[config.mk]
export PLATFORM = sky130hd
export DESIGN_NAME = button_debounce_multi
export DESIGN_NICKNAME = d
export VERILOG_FILES = /design/src/rtl/button_debounce_multi_pkg.sv /design/src/rtl/button_debounce_chan.sv /design/src/rtl/button_debounce_multi.sv
export SDC_FILE = /design/constraint.sdc
export NUM_CORES = 1
export LEC_CHECK = 0
export ABC_AREA = 1
export CORE_MARGIN = 2
export CORE_UTILIZATION = 50
export DETAILED_ROUTE_END_ITERATION = 7
export GPL_TIMING_DRIVEN = 0
export PLACE_DENSITY_LB_ADDON = 0.2
export SETUP_SLACK_MARGIN = 0.2
export SLEW_MARGIN = 15
export SYNTH_ARGS = -nofsm -noshare
export SYNTH_HDL_FRONTEND = slang
export SYNTH_SLANG_ARGS = --single-unit
export TNS_END_PERCENT = 30
[constraint.sdc]
create_clock -name clk -period 6.8 [get_ports clk]
set_input_delay 0.68 -clock clk [delete_from_list [all_inputs] [get_ports clk]]
set_output_delay 0.68 -clock clk [all_outputs]
set_load 0.05 [all_outputs]
[src/rtl/button_debounce_multi_pkg.sv]
// Shared constants and helpers for the multi-channel button debouncer.
package button_debounce_multi_pkg;

  // Minimum bit width able to hold values 0..v-1, never less than 1.
  function automatic int unsigned clog2(input int unsigned v);
    int unsigned r;
    r = 0;
    for (int i = 0; i < 32; i++) begin
      if ((64'(1) << i) < 64'(v)) r = i + 1;
    end
    return (r == 0) ? 1 : r;
  endfunction

  // Pin level seen when nobody touches the button.
  function automatic logic released_pin(input bit active_low);
    return active_low ? 1'b1 : 1'b0;
  endfunction

endpackage

[src/rtl/button_debounce_chan.sv]
// One debounce channel: 2-flop synchroniser, stability counter, edge pulses and
// a one-shot long-press detector.
module button_debounce_chan
  import button_debounce_multi_pkg::*;
#(
  parameter int unsigned DEBOUNCE_CYCLES = 255,
  parameter int unsigned LONG_CYCLES     = 65535,
  parameter bit          ACTIVE_LOW      = 1'b1
) (
  input  logic clk,
  input  logic rst,
  input  logic pin,
  output logic level,
  output logic press,
  output logic release_pulse,
  output logic long_press
);

  localparam int unsigned DCNT_W   = clog2(DEBOUNCE_CYCLES + 1);
  localparam int unsigned LCNT_W   = clog2(LONG_CYCLES + 1);
  localparam logic        RELEASED = released_pin(ACTIVE_LOW);

  logic              s1_q, s2_q;
  logic              level_q, level_d;
  logic              press_q, press_d;
  logic              rel_q, rel_d;
  logic              long_q, long_d;
  logic              fired_q, fired_d;
  logic [DCNT_W-1:0] dcnt_q, dcnt_d;
  logic [LCNT_W-1:0] lcnt_q, lcnt_d;
  logic              p;

  // Normalised sample: 1 means pressed regardless of pin polarity.
  assign p = s2_q ^ ACTIVE_LOW;

  always_ff @(posedge clk or posedge rst) begin
    if (rst) begin
      s1_q    <= RELEASED;
      s2_q    <= RELEASED;
      level_q <= 1'b0;
      press_q <= 1'b0;
      rel_q   <= 1'b0;
      long_q  <= 1'b0;
      fired_q <= 1'b0;
      dcnt_q  <= '0;
      lcnt_q  <= '0;
    end else begin
      s1_q    <= pin;
      s2_q    <= s1_q;
      level_q <= level_d;
      press_q <= press_d;
      rel_q   <= rel_d;
      long_q  <= long_d;
      fired_q <= fired_d;
      dcnt_q  <= dcnt_d;
      lcnt_q  <= lcnt_d;
    end
  end

  always_comb begin
    level_d = level_q;
    press_d = 1'b0;
    rel_d   = 1'b0;
    long_d  = 1'b0;
    fired_d = fired_q;
    dcnt_d  = dcnt_q;
    lcnt_d  = lcnt_q;

    if (p == level_q) begin
      dcnt_d = '0;
    end else if (dcnt_q == DCNT_W'(DEBOUNCE_CYCLES - 1)) begin
      level_d = p;
      dcnt_d  = '0;
      press_d = p;
      rel_d   = ~p;
    end else begin
      dcnt_d = dcnt_q + DCNT_W'(1);
    end

    // lcnt holds at its threshold once fired, so no wrap and no auto-repeat.
    if (!level_q) begin
      lcnt_d  = '0;
      fired_d = 1'b0;
    end else if (!fired_q) begin
      if (lcnt_q == LCNT_W'(LONG_CYCLES - 1)) begin
        long_d  = 1'b1;
        fired_d = 1'b1;
      end else begin
        lcnt_d = lcnt_q + LCNT_W'(1);
      end
    end
  end

  assign level         = level_q;
  assign press         = press_q;
  assign release_pulse = rel_q;
  assign long_press    = long_q;

endmodule

[src/rtl/button_debounce_multi.sv]
// Multi-channel push-button debouncer; replicates one independent channel per pin.
module button_debounce_multi
  import button_debounce_multi_pkg::*;
#(
  parameter int unsigned N_BTN           = 4,
  parameter int unsigned DEBOUNCE_CYCLES = 255,
  parameter int unsigned LONG_CYCLES     = 65535,
  parameter bit          ACTIVE_LOW      = 1'b1
) (
  input  logic             clk,
  input  logic             rst,
  input  logic [N_BTN-1:0] btn_in,
  output logic [N_BTN-1:0] level,
  output logic [N_BTN-1:0] press,
  // 'release' is a reserved word, hence the suffix.
  output logic [N_BTN-1:0] release_pulse,
  output logic [N_BTN-1:0] long_press
);

  for (genvar g = 0; g < N_BTN; g++) begin : g_chan
    button_debounce_chan #(
      .DEBOUNCE_CYCLES(DEBOUNCE_CYCLES),
      .LONG_CYCLES    (LONG_CYCLES),
      .ACTIVE_LOW     (ACTIVE_LOW)
    ) u_chan (
      .clk          (clk),
      .rst          (rst),
      .pin          (btn_in[g]),
      .level        (level[g]),
      .press        (press[g]),
      .release_pulse(release_pulse[g]),
      .long_press   (long_press[g])
    );
  end

endmodule

==> metrics.yaml <==
yosys:
  synth-main-ff-cell: "dfrtp_1"
  synthArstFlopShare: 1.00
  synth_cells: 805
  synth-edff-count: 0
  yosys-top-cells-area: "dfrtp_1 (45%), nand2_1 (15%), nor2_1 (6.6%), xor2_1 (4.2%), nand4_1 (3.9%)"
  synthSimpleGateAreaFrac: 0.316
  syn-cell-area_mm2: 0.00651
  ys_types: 33
  yosys-mux-area-fraction: 0
  avgSynthCellArea_um2: 8.09
  synth_most_common_cell: "nand2_1"
  yosys.area_share.adder: 0.0307
  seq_area_frac_synth: 0.478
  synth_seq_cells: 124
  synth_compound_area_frac: 0.0513
  synth_top_family_by_area: "simple AND/OR/NAND/NOR gates"
  synth_xor_xnor_area_share: 0.0592
  synth_top_area_share: 0.446
  yosys.area.top_type: "dfrtp_1"
  yosys_warnings: 0
  synth_commonest_cells: "nand2_1 (256), dfrtp_1 (116), nor2_1 (115)"
  syn_nets: 827
global_routing:
  antenna_found_initial: 0
  grt_usage: 0.191
  grt_pass1_vias: 5009
  grt_max_degree: 83
  overflow: 0
  grt_pass1_wl_um: 22000
cts:
  cts-resized-gates: 0
  clkSlewWorstSetupHoldPaths_ps: 60
  cts_setup_buffers: 0
  insertion_delay_ps: 420
  clock_sinks: 124
  cts-hold-fix-buffers: 0
  cts_buffers: 17
  cts_max_path_buffers: 2
  cts_root_buf: "clkbuf_16"
  cts_tree: "built"
  htreeDepth: 4
placement:
  placed_area_mm2: 0.00697
  gp_congestion: 0.894
  place_ws_ps: 4880
  io_buffers: 21
  dpl.cell_count: 999
  dpl.hpwl_um: 8710
timing:
  grt_setup_unrepaired: "no"
  setup_viol: 0
  worst_pin_slew_ps: 711
  fmax_mhz: 424
  setup_slack_ps: 4440
  maxSlewViolCount: 0
  min_period_ps: 2360
  post-route-period-util: 0.347
  fin_skew_ps: 5.49
  hold_viol: 0
  setup_tns_ps: 0
  hold_ws_ps: 355
  maxSlewHeadroom: 0.522
power:
  swShare: 0.218
  p_leak_nw: 3.41
  comb_power_share: 0.021
  power.density_mw_per_mm2: 223
  intPower_mw: 1.32
  switchingPower_mw: 0.369
  peakVddDrop_mv: 0.172
  power.share.sequential: 0.448
  power_mw: 1.69
  clkPwrFrac: 0.532
final_layout:
  stdcell_area_mm2: 0.00756
  nets: 868
  syn2layout_area_growth_pct: 16.1
  drive_above_1_share: 0.105
  insertedDiodeCount: 0
  final_cells: 1030
  final_util: 0.597
worst_hold_path:
  hold_path_class: "reg -> reg"
drt:
  viasPerCell: 5.13
  first_iter_violations: 390
  num_vias: 5280
  firstDrtPassIters: 5
  wl_per_cell_um: 12.1
  wl_um: 12500
  drc_errors: 0
  ant_nets: 0
floorplanning:
  die_x_um: 118
  die_area_mm2: 0.0140
  initial_utilization: 0.514
  core_mm2: 0.0127
  fp.dieH_um: 118
  pin_count: 22
  std_cell_rows: 41
worst_setup_path:
  crit_required_ps: 6120
  endpoint_kind: "output pin"
  crit_fanout: 1
  arrival_ps: 1680
  start_kind: "flip-flop"
  critical_path_class: "reg -> out"
run_status:
  status: "completed"
job:
  cap_viol_max_count: 0
-- routing by layer --
layer | GRT usage | share of wire | up-vias
li1 | - | - | 2675
met1 | 0.239 | 0.46 | 2480
met2 | 0.317 | 0.48 | 102
met3 | 0.0487 | 0.039 | 23
met4 | 0.0738 | 0.016 | 0
met5 | 0 | 0 | -
-- area by class of cell --
| type | count | area [um2] |
|---|---|---|
| Inverter | 54 | 213 |
| Clock buffer | 19 | 453 |
| Tap cell | 172 | 215 |
| Timing Repair Buffer | 22 | 238 |
| Clock inverter | 12 | 140 |
| Buffer | 28 | 214 |
| Multi-Input combinational cell | 599 | 2980 |
| Sequential cell | 124 | 3110 |
| Fill cell | 1115 | 5110 |
-- final timing paths --
| check | start | end | slack, ps | cells past startpoint |
|---|---|---|---|---|
| setup / recovery | g_chan[1].u_chan.long_press | long_press[1] | 4440 | 2 |
| hold / removal | g_chan[2].u_chan.s1_q | g_chan[2].u_chan.s2_q | 360 | 0 |
| setup reg to reg | g_chan[2].u_chan.lcnt_q[0] | g_chan[2].u_chan.lcnt_q[9] | 4970 | 9 |
| hold reg to reg | g_chan[2].u_chan.s1_q | g_chan[2].u_chan.s2_q | 360 | 0 |
| max in group asynchronous | rst | g_chan[0].u_chan.s1_q | 5410 | 3 |
| min in group asynchronous | rst | g_chan[2].u_chan.release_pulse | 640 | 2 |
-- flip-flops by register name (all words and copies together) (netlist names) --
register                     flops
g_chan.u_chan.lcnt_q            64
g_chan.u_chan.dcnt_q            32
g_chan.u_chan.fired_q            4
g_chan.u_chan.level              4
g_chan.u_chan.long_press         4
g_chan.u_chan.press              4
g_chan.u_chan.release_pulse      4
g_chan.u_chan.s1_q               4
g_chan.u_chan.s2_q               4
-- cells in the final DEF (no fill, tap or decap), types with 2 or more instances in the layout --
cell and count:
o21bai_1 7, nand2_2 4, o21ai_0 32, xnor2_1 13, a21oi_1 5, nand2_1 256
nor2_2 5, clkinv_4 4, xor2_1 31, nor2_1 115, clkinvlp_4 3, clkbuf_1 2
buf_2 5, nand3_1 43, clkbuf_16 17, ha_1 16, buf_6 3, dfrtp_1 116
nor3b_1 4, nor3_1 10, inv_1 49, dfstp_2 8, or2_2 2, o21ai_4 2
inv_4 2, inv_6 3, a41oi_1 2, clkdlybuf4s50_1 21, bufinv_16 2, nand4_1 41
inv_2 2, a21o_1 2, a31o_2 2, nor2_4 3, buf_4 17, nor4_1 2
clkbuf_8 2
-- power by group through the flow --
| stage | registers, mW | clock network, mW | logic (mW) |
|---|---|---|---|
| 2_1_floorplan | 0.767 | 0 | 0.0241 |
| 3_3_place_gp | 0.768 | 0 | 0.0329 |
| 3_5_place_dp | 0.769 | 0 | 0.0369 |
| 4_1_cts | 0.756 | 0.916 | 0.0368 |
| 5_1_grt | 0.757 | 0.947 | 0.0418 |
| 6_report | 0.756 | 0.897 | 0.0350 |
-- cells by family after synthesis --
logic type	after synthesis
AND/OR/NAND/NOR	485
AO/OA/AOI/OAI	54
flip-flops	124
buffers and inverters	82
adder cells (fa/ha/maj)	16
XOR/XNOR	44
-- worst max-delay path: stages, from the launching register on --
cell and delay [ps]:
dfrtp_1 370, buf_4 110, clkdlybuf4s50_1 780
No activity file was read; power rests on OpenSTA's default activity.
